### src/rtl/vaelix_courier_pkg.sv
// Shared types and constants for the key courier: FSM state encoding,
// default timing parameters and the blank key value.
package vaelix_courier_pkg;

    typedef enum logic [2:0] {
        ST_IDLE    = 3'd0,
        ST_DRIVE   = 3'd1,
        ST_WAIT    = 3'd2,
        ST_RESULT  = 3'd3,
        ST_LOCKOUT = 3'd4
    } state_e;

    localparam int DEF_SETTLE_CYCLES  = 4;
    localparam int DEF_TIMEOUT_CYCLES = 16;
    localparam int DEF_MAX_FAILS      = 3;

    localparam logic [7:0] KEY_BLANK = 8'h00;

    // Denial counter increment that sticks at its maximum value.
    function automatic logic [1:0] sat_inc2(input logic [1:0] v);
        return (v == 2'd3) ? v : v + 2'd1;
    endfunction

endpackage

### src/rtl/vaelix_key_courier_if.sv
// Signal bundle between the host/lock side and the key courier.
// The master side drives requests and the lock status pin; the slave
// side (the courier) drives the key port and status outputs.
interface vaelix_key_courier_if;

    logic       ena;
    logic       start;
    logic [7:0] key_in;
    logic       auth_in;
    logic [7:0] key_out;
    logic       key_valid;
    logic       busy;
    logic       done;
    logic       granted;
    logic [1:0] fail_count;
    logic       lockout;

    modport master (
        output ena, start, key_in, auth_in,
        input  key_out, key_valid, busy, done, granted, fail_count, lockout
    );

    modport slave (
        input  ena, start, key_in, auth_in,
        output key_out, key_valid, busy, done, granted, fail_count, lockout
    );

endinterface

### src/rtl/vaelix_sync2.sv
// Two-flop synchronizer for a single asynchronous level signal.
module vaelix_sync2 (
    input  logic clk,
    input  logic rst_n,
    input  logic d_i,
    output logic q_o
);

    logic meta_q;
    logic sync_q;

    // Shift the raw input through two flops; both clear on reset.
    always_ff @(posedge clk or negedge rst_n) begin
        if (!rst_n) begin
            meta_q <= 1'b0;
            sync_q <= 1'b0;
        end else begin
            meta_q <= d_i;
            sync_q <= meta_q;
        end
    end

    assign q_o = sync_q;

endmodule

### src/rtl/vaelix_key_courier.sv
// Key courier: presents a captured key to a lock, lets it settle, then
// watches the synchronized status pin for a grant within a timeout.
// Consecutive denials are counted and lock the block out until reset.
module vaelix_key_courier
    import vaelix_courier_pkg::*;
#(
    parameter int SETTLE_CYCLES  = DEF_SETTLE_CYCLES,
    parameter int TIMEOUT_CYCLES = DEF_TIMEOUT_CYCLES,
    parameter int MAX_FAILS      = DEF_MAX_FAILS
) (
    input  logic                 clk,
    input  logic                 rst_n,
    vaelix_key_courier_if.slave  cif
);

    // Last counter value of each phase; the counter starts at 0 on entry.
    localparam logic [7:0] SETTLE_LAST  = 8'(SETTLE_CYCLES - 1);
    localparam logic [7:0] TIMEOUT_LAST = 8'(TIMEOUT_CYCLES - 1);
    localparam logic [1:0] FAIL_LIMIT   = 2'(MAX_FAILS);

    logic auth_s;

    state_e     state_q, state_d;
    logic [7:0] cnt_q, cnt_d;
    logic [7:0] key_q, key_d;
    logic       granted_q, granted_d;
    logic [1:0] fail_q, fail_d;
    logic [7:0] key_out_q, key_out_d;
    logic       key_valid_q, key_valid_d;
    logic       busy_q, busy_d;
    logic       done_q, done_d;
    logic       lockout_q, lockout_d;

    vaelix_sync2 u_auth_sync (
        .clk   (clk),
        .rst_n (rst_n),
        .d_i   (cif.auth_in),
        .q_o   (auth_s)
    );

    // State, shared settle/timeout counter, captured key and registered outputs.
    always_ff @(posedge clk or negedge rst_n) begin
        if (!rst_n) begin
            state_q     <= ST_IDLE;
            cnt_q       <= 8'd0;
            key_q       <= KEY_BLANK;
            granted_q   <= 1'b0;
            fail_q      <= 2'd0;
            key_out_q   <= KEY_BLANK;
            key_valid_q <= 1'b0;
            busy_q      <= 1'b0;
            done_q      <= 1'b0;
            lockout_q   <= 1'b0;
        end else begin
            state_q     <= state_d;
            cnt_q       <= cnt_d;
            key_q       <= key_d;
            granted_q   <= granted_d;
            fail_q      <= fail_d;
            key_out_q   <= key_out_d;
            key_valid_q <= key_valid_d;
            busy_q      <= busy_d;
            done_q      <= done_d;
            lockout_q   <= lockout_d;
        end
    end

    // Next-state logic; outputs are derived from the next state so they
    // line up with the state once registered.
    always_comb begin
        state_d   = state_q;
        cnt_d     = cnt_q;
        key_d     = key_q;
        granted_d = granted_q;
        fail_d    = fail_q;

        case (state_q)
            ST_IDLE: begin
                if (cif.start && cif.ena) begin
                    key_d   = cif.key_in;
                    cnt_d   = 8'd0;
                    state_d = ST_DRIVE;
                end
            end
            ST_DRIVE: begin
                if (!cif.ena) begin
                    cnt_d   = 8'd0;
                    state_d = ST_IDLE;
                end else if (cnt_q == SETTLE_LAST) begin
                    cnt_d   = 8'd0;
                    state_d = ST_WAIT;
                end else begin
                    cnt_d = cnt_q + 8'd1;
                end
            end
            ST_WAIT: begin
                // Abort beats everything; a grant beats the final timeout cycle.
                if (!cif.ena) begin
                    cnt_d   = 8'd0;
                    state_d = ST_IDLE;
                end else if (auth_s) begin
                    granted_d = 1'b1;
                    fail_d    = 2'd0;
                    state_d   = ST_RESULT;
                end else if (cnt_q == TIMEOUT_LAST) begin
                    granted_d = 1'b0;
                    fail_d    = sat_inc2(fail_q);
                    state_d   = ST_RESULT;
                end else begin
                    cnt_d = cnt_q + 8'd1;
                end
            end
            ST_RESULT: begin
                cnt_d   = 8'd0;
                state_d = (fail_q == FAIL_LIMIT) ? ST_LOCKOUT : ST_IDLE;
            end
            ST_LOCKOUT: begin
                state_d = ST_LOCKOUT;
            end
            default: begin
                state_d = ST_IDLE;
            end
        endcase

        key_valid_d = (state_d == ST_DRIVE) || (state_d == ST_WAIT);
        key_out_d   = key_valid_d ? key_d : KEY_BLANK;
        busy_d      = key_valid_d || (state_d == ST_RESULT);
        done_d      = (state_d == ST_RESULT);
        lockout_d   = (fail_d == FAIL_LIMIT);
    end

    assign cif.key_out    = key_out_q;
    assign cif.key_valid  = key_valid_q;
    assign cif.busy       = busy_q;
    assign cif.done       = done_q;
    assign cif.granted    = granted_q;
    assign cif.fail_count = fail_q;
    assign cif.lockout    = lockout_q;

endmodule

### src/flat_wrapper.sv
// flat-port wrapper written by rule: the top's interface ports become plain ports
module vaelix_key_courier_flat import vaelix_courier_pkg::*;
#(
    parameter int SETTLE_CYCLES  = DEF_SETTLE_CYCLES,
    parameter int TIMEOUT_CYCLES = DEF_TIMEOUT_CYCLES,
    parameter int MAX_FAILS      = DEF_MAX_FAILS
)
  (clk, rst_n, cif_ena, cif_start, cif_key_in, cif_auth_in, cif_key_out, cif_key_valid, cif_busy, cif_done, cif_granted, cif_fail_count, cif_lockout);
  vaelix_key_courier_if cif_i ();
  input  logic clk;
  input  logic rst_n;
  input wire logic [$bits(cif_i.ena)-1:0] cif_ena;
  input wire logic [$bits(cif_i.start)-1:0] cif_start;
  input wire logic [$bits(cif_i.key_in)-1:0] cif_key_in;
  input wire logic [$bits(cif_i.auth_in)-1:0] cif_auth_in;
  output wire logic [$bits(cif_i.key_out)-1:0] cif_key_out;
  output wire logic [$bits(cif_i.key_valid)-1:0] cif_key_valid;
  output wire logic [$bits(cif_i.busy)-1:0] cif_busy;
  output wire logic [$bits(cif_i.done)-1:0] cif_done;
  output wire logic [$bits(cif_i.granted)-1:0] cif_granted;
  output wire logic [$bits(cif_i.fail_count)-1:0] cif_fail_count;
  output wire logic [$bits(cif_i.lockout)-1:0] cif_lockout;
  assign cif_i.ena = cif_ena;
  assign cif_i.start = cif_start;
  assign cif_i.key_in = cif_key_in;
  assign cif_i.auth_in = cif_auth_in;
  assign cif_key_out = cif_i.key_out;
  assign cif_key_valid = cif_i.key_valid;
  assign cif_busy = cif_i.busy;
  assign cif_done = cif_i.done;
  assign cif_granted = cif_i.granted;
  assign cif_fail_count = cif_i.fail_count;
  assign cif_lockout = cif_i.lockout;
  vaelix_key_courier #(.SETTLE_CYCLES(SETTLE_CYCLES), .TIMEOUT_CYCLES(TIMEOUT_CYCLES), .MAX_FAILS(MAX_FAILS)) u_core (.clk(clk), .rst_n(rst_n), .cif(cif_i));
endmodule
### config.mk
export PLATFORM = sky130hd
export DESIGN_NAME = vaelix_key_courier_flat
export DESIGN_NICKNAME = d
export VERILOG_FILES = /design/src/rtl/vaelix_courier_pkg.sv /design/src/rtl/vaelix_key_courier_if.sv /design/src/rtl/vaelix_sync2.sv /design/src/rtl/vaelix_key_courier.sv /design/src/flat_wrapper.sv
export SDC_FILE = /design/constraint.sdc
export NUM_CORES = 1
export LEC_CHECK = 0
export CAP_MARGIN = 30
export CORE_MARGIN = 2
export CORE_UTILIZATION = 51
export CTS_CLUSTER_SIZE = 30
export DETAILED_ROUTE_END_ITERATION = 10
export PLACE_DENSITY = 0.76
export SLEW_MARGIN = 20
export SYNTH_ARGS = -nofsm -noshare
export SYNTH_HDL_FRONTEND = slang
export SYNTH_SLANG_ARGS = --single-unit
### constraint.sdc
create_clock -name clk -period 2.6 [get_ports clk]
set_clock_uncertainty 0.15 [all_clocks]
set_input_delay 0.52 -clock clk [delete_from_list [all_inputs] [get_ports clk]]
set_output_delay 0.52 -clock clk [all_outputs]
set_load 0.05 [all_outputs]
==> results of run 1 <==
-- worst max path at each step --
stage	startpoint	endpoint	slack, ns	depth (start not counted)
2_1_floorplan	u_core.cnt_q[0]	u_core.cnt_q[7]	0.56	5
3_3_place_gp	cif_ena	u_core.cnt_q[7]	0.19	5
3_5_place_dp	cif_ena	u_core.cnt_q[7]	0.10	5
4_1_cts	u_core.cif.fail_count[0]	cif_fail_count[0]	0.31	1
5_1_grt	u_core.cnt_q[0]	u_core.cnt_q[6]	0.13	6
6_report	u_core.cnt_q[0]	u_core.cnt_q[3]	0.30	6
-- cells in the mapped netlist (all sizes together), types with 2 or more instances --
cell type / instances
a22o: 3
o31ai: 2
mux2: 8
nand4: 2
inv: 5
o21ai: 8
nand2b: 3
nor2b: 8
nor2: 6
buf: 4
a211o: 4
dfrtp: 36
and3: 4
nand3: 7
a211oi: 5
a21oi: 4
nand2: 5
-- power by group --
group,leakage [nW],switching [mW],total (mW),internal (mW)
combinational,0.343,0.105,0.190,0.0846
clock,0.0515,0.181,0.437,0.255
sequential,0.467,0.0149,0.616,0.601
-- stage by stage --
stage / setup WS, ns / cell area, um2 / util / hold slack (ns)
detailed placement: 0.104 / 1860 / 0.624 / 0.193
global route: 0.135 / 1950 / 0.655 / 0.230
global placement: 0.194 / 1860 / 0.624 / 0.190
finish: 0.304 / 1950 / 0.655 / 0.214
floorplan: 0.561 / 1550 / - / 0.0744
CTS: 0.309 / 1950 / 0.655 / 0.216
-- state kept, by name, summed over array words and instances, names as in the netlist --
name	cells
u_core.u_auth_sync.q_o	1
u_core.cif.granted	1
u_core.cif.key_out	8
u_core.state_q	3
u_core.cif.busy	1
u_core.cif.key_valid	1
u_core.cif.lockout	1
u_core.cnt_q	8
u_core.key_q	8
u_core.cif.done	1
u_core.cif.fail_count	2
u_core.u_auth_sync.meta_q	1
-- per-layer routing --
layer	share of wire	GRT usage	vias to the layer above
li1	-	-	545
met1	0.42	0.236	573
met2	0.50	0.309	29
met3	0.057	0.0699	9
met4	0.025	0.0974	0
met5	0	0	-
-- cell type report --
class	instances	share of cell area
inverters	5	0.00962
flip-flops and latches	36	0.462
well taps	33	0.0212
clock inverters	1	0.0154
multi-input cells	85	0.305
clock buffers	7	0.0333
repair buffers	31	0.154
-- kinds of logic after synthesis --
kind of cell,after synthesis,share of synthesized area
DFF,36,0.580
buffers and inverters,9,0.0370
and+or+nand+nor,43,0.165
xor gates and xnor gates,1,0.00564
adders and majority gates,1,0.00805
AOI/OAI and AO/OA,31,0.140
muxes,9,0.0644
-- worst register-to-register path: cells and delay by family (launching register included) --
family / cells / cell delay [ns]
AOI/OAI and AO/OA: 2 / 0.45
DFF: 1 / 0.41
buffers and inverters: 1 / 0.21
and+or+nand+nor: 2 / 0.73
adders and majority gates: 1 / 0.24
==> results.py, run 1 <==
metrics = {
    "logic_synthesis": {
        "synth_top_area_share": 0.580,
        "synth.avg_cell_area_um2": 12.0,
        "postSynth.topFlopCell": "sky130_fd_sc_hd__dfrtp_1",
        "post_synth_instance_area_um2": 1550,
        "netlist.top_cell.by_area": "sky130_fd_sc_hd__dfrtp_1",
        "synth_cells": 130,
        "synth-seq-area-share": 0.580,
        "synth-edff-count": 0,
        "syn_nets": 144,
        "ys.warnings.count": 0,
        "synthesized_flop_and_latch_total": 36,
        "yosysUniqueCellTypes": 36,
        "ys_top_cells_by_area": "sky130_fd_sc_hd__dfrtp_1 58%, sky130_fd_sc_hd__mux2_2 5.8%, sky130_fd_sc_hd__nor2b_1 3.2%",
        "asyncSetResetFlopFracSynth": 1.00,
    },
    "clocking": {
        "worstSkewPairLatency_ns": 0.35,
        "cts_hold_buffers": 0,
        "cts_htree_levels": 2,
        "cts.sink_count": 36,
        "post_cts_resized": 0,
        "clk_pin_slew_worst_paths_ns": 0.10,
        "cts_root_buffer": "sky130_fd_sc_hd__clkbuf_4",
        "tritoncts.num_buffers": 5,
        "cts_setup_buffers": 0,
        "max-clock-path-buffers": 2,
        "tritoncts": "built",
    },
    "place": {
        "finalWeightedCongestion": 0.840,
        "numPortBuffers": 27,
        "dpl.hpwl_um": 2100,
        "place_inst": 190,
    },
    "timing": {
        "max-slew-margin-rel": 0.555,
        "grt_setup_unrepaired": "false",
        "final.setup.tns_ns": 0,
        "report.final.slew_viol_count": 0,
        "worst-slew-pin-transition_ns": 0.663,
        "timing.final.crit_share": 0.883,
        "final_hold_viol_count": 0,
        "fin_crit_ns": 2.30,
        "timing.final.setup_violations": 0,
        "maxClockFrequency_mhz": 435,
    },
    "global_route": {
        "grt_pass1_vias": 1133,
        "globalRouteOverflowTotal": 0,
        "grt_start_max_net_pins": 37,
        "antenna_found_initial": 0,
        "grt_use_total": 0.196,
        "grt_first_pass_wirelength_um": 4980,
    },
    "cells_and_area": {
        "nets": 178,
        "post_route_cells_drive_above_1_share": 0.145,
        "final_cell_count_no_fill": 198,
        "layout_common_cells": "36 x sky130_fd_sc_hd__dfrtp_1, 27 x sky130_fd_sc_hd__clkdlybuf4s50_1, 8 x sky130_fd_sc_hd__mux2_2, 8 x sky130_fd_sc_hd__nor2b_1",
        "layout.cells.most_common": "sky130_fd_sc_hd__dfrtp_1",
        "area_growth_syn_to_layout_pct": 25.6,
        "ff_latch_area_um2": 901,
        "antenna_cells_inserted": 0,
        "layout.filler_cells": 242,
        "multi_input_comb_area_um2": 596,
    },
    "setup_path": {
        "crit_path_cell_trace": "ha_1 > nor4b_1 > a211oi_2 > buf_4 > and3_1 > a22o_1",
        "setup.worst_path.end_class": "flop",
        "timing.critical_path.slowest_stage_cell": "sky130_fd_sc_hd__nor4b_1",
        "setup_crit_start_kind": "flop",
        "ff_to_ff_setup_slack_ns": 0.30,
        "crit_required_ns": 2.69,
        "rr_endpoint": "u_core.cnt_q[3]",
        "critical_path.max_stage_delay_ns": 0.56,
        "worstPathMaxFanout": 6,
        "worst_ep_arrival_time_ns": 2.38,
        "cpLargestDelayFamily": "simple AND/OR/NAND/NOR gates",
        "timing.setup.critical_path_class": "flop to flop",
        "timing.reg2reg.worst_path_depth": 6,
        "reg_to_reg_critical_path_startpoint": "u_core.cnt_q[0]",
        "critical_path.n_buffers_inverters": 1,
    },
    "hold_path": {
        "hold_path_depth": 0,
        "worstHoldStart": "u_core.u_auth_sync.meta_q",
        "hold_class": "flop to flop",
        "min_delay_worst_endpoint": "u_core.u_auth_sync.q_o",
    },
    "floorplanning": {
        "core-area_um2": 2980,
        "initial_utilization": 0.522,
        "chipWidth_um": 59.2,
        "num_io_pins": 28,
        "core.rowCount": 20,
        "dieArea_um2": 3500,
        "floorplan.die.height_um": 59.2,
    },
    "routing": {
        "drt-initial-drc-count": 19,
        "count_of_antenna_violating_nets_left_after_detailed_routing": 0,
        "detailroute.via_count": 1156,
        "vias_per_cell": 5.84,
        "drc": 0,
        "detail_route.wirelength_um": 2940,
        "avgRoutedWirePerCell_um": 14.8,
        "detail_route.first_pass.iterations": 5,
    },
    "pwr": {
        "power_density_nw_per_um2": 636,
        "peakVddDrop_v": 0.000409,
        "totalPowerFinal_mw": 1.24,
        "p_leak_nw": 0.861,
    },
    "job": {
        "max_cap_viol_count": 0,
    },
    "outcome": {
        "run_status": "complete, no violations",
    },
}
(Power assumes the default switching activity.)
==> inputs of run 2 (changes only) <==
ABC_AREA = 1   (was not set)
CAP_MARGIN = 20   (was 30)
CORE_ASPECT_RATIO = 0.9   (was not set)
PLACE_DENSITY = 0.75   (was 0.76)
==> results.py, run 2 <==
metrics = {
    "setup_path": {
        "critical_path.max_stage_delay_ns": 0.80,
        "crit_required_ns": 1.93,
        "timing.critical_path.slowest_stage_cell": "sky130_fd_sc_hd__clkdlybuf4s50_1",
        "worstPathMaxFanout": 3,
        "setup_crit_start_kind": "flop",
        "crit_path_end": "cif_fail_count[1]",
        "worst_ep_arrival_time_ns": 1.51,
        "cpLargestDelayFamily": "buffers and inverters",
        "timing.reg2reg.worst_path_depth": 10,
        "setup.worst_path.start": "u_core.cif.fail_count[1]",
        "rr_endpoint": "u_core.cif.key_out[4]",
        "crit_path_cell_trace": "clkdlybuf4s50_1",
        "setup.worst_path.end_class": "output port",
        "path_depth": 1,
        "reg_to_reg_critical_path_startpoint": "u_core.cnt_q[0]",
        "timing.setup.critical_path_class": "flop to output port",
        "critical_path.n_buffers_inverters": 1,
        "ff_to_ff_setup_slack_ns": 0.81,
    },
    "floorplanning": {
        "core.rowCount": 19,
        "chipWidth_um": 63.5,
        "core-area_um2": 3040,
        "num_io_pins": 28,
        "floorplan.die.height_um": 57.5,
        "initial_utilization": 0.534,
        "dieArea_um2": 3650,
    },
    "place": {
        "finalWeightedCongestion": 0.808,
        "numPortBuffers": 27,
        "dpl.hpwl_um": 2300,
    },
    "routing": {
        "drt-initial-drc-count": 72,
        "detail_route.first_pass.iterations": 4,
        "drc": 0,
        "avgRoutedWirePerCell_um": 12.1,
        "count_of_antenna_violating_nets_left_after_detailed_routing": 0,
        "detailroute.via_count": 1232,
        "vias_per_cell": 4.91,
        "detail_route.wirelength_um": 3040,
    },
    "logic_synthesis": {
        "postSynth.topFlopCell": "sky130_fd_sc_hd__dfrtp_1",
        "ys_top_cells_by_count": "36 x sky130_fd_sc_hd__dfrtp_1, 28 x sky130_fd_sc_hd__nand2_1, 20 x sky130_fd_sc_hd__inv_1, 14 x sky130_fd_sc_hd__o21ai_1, 13 x sky130_fd_sc_hd__nor2_1",
        "asyncSetResetFlopFracSynth": 1.00,
        "netlist.top_cell.by_area": "sky130_fd_sc_hd__dfrtp_1",
        "synth_cells": 173,
        "yosysUniqueCellTypes": 24,
        "synth.avg_cell_area_um2": 9.39,
        "syn_nets": 187,
        "synth-edff-count": 0,
        "post_synth_instance_area_um2": 1620,
        "synthesized_flop_and_latch_total": 36,
        "ys_top_cells_by_area": "sky130_fd_sc_hd__dfrtp_1 55%, sky130_fd_sc_hd__nand2_1 6.5%, sky130_fd_sc_hd__inv_1 4.6%",
        "ys.warnings.count": 0,
        "synth_top_area_share": 0.555,
        "synth-seq-area-share": 0.555,
        "synth_most_common_cell": "sky130_fd_sc_hd__dfrtp_1",
    },
    "cells_and_area": {
        "ff_latch_area_um2": 901,
        "nets": 222,
        "antenna_cells_inserted": 0,
        "final_util": 0.669,
        "layout.filler_cells": 255,
        "layout_common_cells": "36 x sky130_fd_sc_hd__dfrtp_1, 28 x sky130_fd_sc_hd__nand2_1, 27 x sky130_fd_sc_hd__clkdlybuf4s50_1",
        "post_route_cells_drive_above_1_share": 0.182,
        "multi_input_comb_area_um2": 617,
        "layout.cells.most_common": "sky130_fd_sc_hd__dfrtp_1",
        "area_growth_syn_to_layout_pct": 25.3,
    },
    "pwr": {
        "peakVddDrop_v": 0.000404,
        "power_density_nw_per_um2": 583,
        "p_leak_nw": 0.985,
    },
    "global_route": {
        "grt_first_pass_wirelength_um": 5080,
        "antenna_found_initial": 0,
        "globalRouteOverflowTotal": 0,
        "grt_start_max_net_pins": 37,
        "grt_pass1_vias": 1205,
        "grt_use_total": 0.184,
    },
    "clocking": {
        "cts_root_buffer": "sky130_fd_sc_hd__clkbuf_4",
        "cts_setup_buffers": 0,
        "cts_htree_levels": 2,
        "tritoncts": "built",
        "tritoncts.num_buffers": 5,
        "max-clock-path-buffers": 2,
        "clk_pin_slew_worst_paths_ns": 0.11,
        "cts.sink_count": 36,
        "worstSkewPairLatency_ns": 0.33,
        "cts_hold_buffers": 0,
        "post_cts_resized": 0,
    },
    "timing": {
        "timing.final.crit_share": 0.838,
        "worst-slew-pin-transition_ns": 0.501,
        "final.setup.tns_ns": 0,
        "timing.final.setup_violations": 0,
        "maxClockFrequency_mhz": 459,
        "final_hold_viol_count": 0,
        "fin_crit_ns": 2.18,
        "grt_setup_unrepaired": "false",
        "report.final.slew_viol_count": 0,
        "max-slew-margin-rel": 0.665,
    },
    "outcome": {
        "run_status": "complete, no violations",
    },
    "hold_path": {
        "hold_class": "flop to flop",
        "worstHoldStart": "u_core.u_auth_sync.meta_q",
    },
    "job": {
        "max_cap_viol_count": 0,
    },
}
## run 2: final cells by class
cell class	instances	share of cell area
sequential	36	0.443
clock inverter	3	0.0209
timing repair buffer	28	0.137
tap	42	0.0258
multi-input combinational	110	0.303
clock buffer	5	0.0185
inverter	27	0.0523
## run 2: how the worst min path moves through the flow
stage | depth (start not counted) | endpoint
after CTS | 0 | u_core.u_auth_sync.q_o
after global placement | 0 | u_core.u_auth_sync.q_o
after global routing | 0 | u_core.u_auth_sync.q_o
after detailed placement | 0 | u_core.u_auth_sync.q_o
after floorplan | 0 | u_core.cif.busy
final | 0 | u_core.u_auth_sync.q_o
## run 2: routing by layer
layer	GRT usage	vias up	wire [um]	share of wire
li1	-	615	-	-
met1	0.215	572	1290	0.42
met2	0.317	38	1470	0.48
met3	0.0533	7	201	0.066
met4	0.0839	0	77	0.025
met5	0	-	0	0
## run 2: report_power, final
group / total, mW / internal (mW) / switching (mW) / leakage [nW]
combinational: 0.192 / 0.0696 / 0.122 / 0.482
sequential: 0.608 / 0.596 / 0.0122 / 0.462
clock: 0.386 / 0.200 / 0.185 / 0.0412
total: 1.19 / 0.866 / 0.320 / 0.985
## run 2: cells by family (layout without fill, tap and decap cells)
logic type / count (synthesis) / count (layout) / share of synthesized area
AND/OR/NAND/NOR: 84 / 84 / 0.289
adder cells (fa/ha/maj): 1 / 1 / 0.00770
buffers and inverters: 27 / 63 / 0.0655
flip-flops: 36 / 36 / 0.555
AO/OA/AOI/OAI: 25 / 25 / 0.0832
## run 2: through the flow
step / instance area [um2] / power (mW) / hold WS, ns / setup WS, ns / instances
2_1_floorplan: 1620 / 0.737 / 0.0744 / 1.03 / 173
3_3_place_gp: 1950 / 0.807 / 0.184 / 0.345 / 243
3_5_place_dp: 1950 / 0.812 / 0.224 / 0.291 / 243
4_1_cts: 2030 / 1.20 / 0.240 / 0.402 / 251
5_1_grt: 2030 / 1.24 / 0.245 / 0.367 / 251
6_report: 2030 / 1.19 / 0.229 / 0.420 / 251
==> inputs of run 3 (changes only) <==
clock period = 2.1 ns   (was 2.6 ns; I/O delays follow)
==> results.py, run 3 (synthesized netlist as in run 2, its figures left out) <==
metrics = {
    "setup_path": {
        "crit_path_cell_trace": "clkdlybuf4s50_1",
        "cpLargestDelayFamily": "buffers and inverters",
        "timing.setup.critical_path_class": "flop to output port",
        "rr_endpoint": "u_core.cif.key_out[4]",
        "setup.worst_path.end_class": "output port",
        "timing.critical_path.slowest_stage_cell": "sky130_fd_sc_hd__clkdlybuf4s50_1",
        "setup_crit_start_kind": "flop",
        "crit_required_ns": 1.53,
        "worst_ep_arrival_time_ns": 1.49,
        "critical_path.n_buffers_inverters": 1,
        "worstPathMaxFanout": 1,
        "reg_to_reg_critical_path_startpoint": "u_core.cnt_q[1]",
        "critical_path.max_stage_delay_ns": 0.80,
        "timing.reg2reg.worst_path_depth": 9,
        "ff_to_ff_setup_slack_ns": 0.34,
    },
    "pwr": {
        "power_density_nw_per_um2": 674,
        "p_leak_nw": 1.09,
        "peakVddDrop_v": 0.000542,
        "totalPowerFinal_mw": 1.38,
    },
    "cells_and_area": {
        "nets": 224,
        "area_growth_syn_to_layout_pct": 26.0,
        "antenna_cells_inserted": 0,
        "layout.cells.most_common": "sky130_fd_sc_hd__dfrtp_1",
        "post_route_cells_drive_above_1_share": 0.185,
        "layout_common_cells": "36 x sky130_fd_sc_hd__dfrtp_1, 28 x sky130_fd_sc_hd__nand2_1, 20 x sky130_fd_sc_hd__inv_1",
    },
    "routing": {
        "count_of_antenna_violating_nets_left_after_detailed_routing": 0,
        "drc": 0,
        "detail_route.first_pass.iterations": 4,
        "vias_per_cell": 4.86,
        "avgRoutedWirePerCell_um": 12.0,
        "detailroute.via_count": 1229,
        "detail_route.wirelength_um": 3030,
        "drt-initial-drc-count": 57,
    },
    "hold_path": {
        "hold_class": "flop to flop",
        "worstHoldStart": "u_core.u_auth_sync.meta_q",
        "min_delay_worst_endpoint": "u_core.u_auth_sync.q_o",
        "hold_path_depth": 0,
    },
    "timing": {
        "maxClockFrequency_mhz": 486,
        "fin_crit_ns": 2.06,
        "grt_setup_unrepaired": "false",
        "worst-slew-pin-transition_ns": 0.508,
        "final_hold_viol_count": 0,
        "final.setup.tns_ns": 0,
        "timing.final.setup_violations": 0,
        "max-slew-margin-rel": 0.661,
        "report.final.slew_viol_count": 0,
        "timing.final.crit_share": 0.980,
    },
    "clocking": {
        "cts_hold_buffers": 0,
        "cts_root_buffer": "sky130_fd_sc_hd__clkbuf_4",
        "clk_pin_slew_worst_paths_ns": 0.10,
        "worstSkewPairLatency_ns": 0.34,
        "cts.sink_count": 36,
        "cts_htree_levels": 2,
        "tritoncts.num_buffers": 5,
        "max-clock-path-buffers": 2,
        "tritoncts": "built",
    },
    "global_route": {
        "grt_first_pass_wirelength_um": 5210,
        "grt_start_max_net_pins": 37,
        "antenna_found_initial": 0,
        "globalRouteOverflowTotal": 0,
        "grt_use_total": 0.186,
        "grt_pass1_vias": 1207,
    },
    "floorplanning": {
        "core.rowCount": 19,
        "core-area_um2": 3040,
        "chipWidth_um": 63.5,
        "initial_utilization": 0.534,
        "dieArea_um2": 3650,
        "floorplan.die.height_um": 57.5,
        "num_io_pins": 28,
    },
    "place": {
        "numPortBuffers": 27,
        "dpl.hpwl_um": 2190,
        "finalWeightedCongestion": 0.858,
    },
    "job": {
        "max_cap_viol_count": 0,
    },
    "outcome": {
        "run_status": "complete, no violations",
    },
}
-- run 3: changes by cell type in the layout (fill, tap and decap cells not counted) --
cell                              change
sky130_fd_sc_hd__buf_4                +2
sky130_fd_sc_hd__bufinv_16            -1
sky130_fd_sc_hd__clkbuf_1             +1
sky130_fd_sc_hd__clkbuf_8             +1
sky130_fd_sc_hd__clkdlybuf4s50_1      -9
sky130_fd_sc_hd__clkinv_2             -1
sky130_fd_sc_hd__dlygate4sd2_1        +2
sky130_fd_sc_hd__dlymetal6s2s_1       +7
-- run 3: routing by layer --
metal	wire length [um]	global-route usage
met5	0	0
met1	1280	0.228
met4	62	0.0932
met3	187	0.0434
met2	1500	0.313
-- run 3: what timing repair did --
item,in CTS,in global routing
setup endpoints to repair,2,7
endpoints found under the hold margin,0,0
gates resized for setup,2,7
buffers inserted,0,0
-- run 3: through the flow --
| step | cell area (um2) | setup WS (ns) | util | hold slack, ns | instances |
|---|---|---|---|---|---|
| after floorplan | 1620 | 0.526 | - | -0.0256 | 173 |
| after global placement | 1970 | 0.134 | 0.647 | 0.184 | 245 |
| after detailed placement | 1970 | 0.106 | 0.647 | 0.186 | 245 |
| after CTS | 2030 | 0.00689 | 0.667 | 0.211 | 253 |
| after global routing | 2050 | 0.000153 | 0.673 | 0.237 | 253 |
| final | 2050 | 0.0414 | 0.673 | 0.208 | 253 |
-- run 3: final cells by class --
cell class,count,area [um2]
Fill cell,264,996
Sequential cell,36,901
Multi-Input combinational cell,110,617
Timing Repair Buffer,30,308
Inverter,27,106
Clock buffer,7,55.1
Tap cell,42,52.6
Clock inverter,1,7.51
-- run 3: report_power, final --
group / internal [mW] / switching [mW] / leakage, nW
registers: 0.737 / 0.0143 / 0.462
clock network: 0.164 / 0.228 / 0.0315
logic: 0.0877 / 0.149 / 0.599
-- run 3: worst max-delay path by stage --
stage                                         from  slack [ns]  cells past startpoint                    end
after global routing         u_core.cif.key_out[3]      0.0002                      1         cif_key_out[3]
after floorplan                    u_core.cnt_q[0]        0.53                      9  u_core.cif.key_out[0]
after CTS                 u_core.cif.fail_count[0]       0.007                      1      cif_fail_count[0]
after global placement                     cif_ena        0.13                      9        u_core.cnt_q[0]
final                        u_core.cif.key_out[6]        0.04                      1         cif_key_out[6]
after detailed placement                   cif_ena        0.11                      9  u_core.cif.key_out[4]
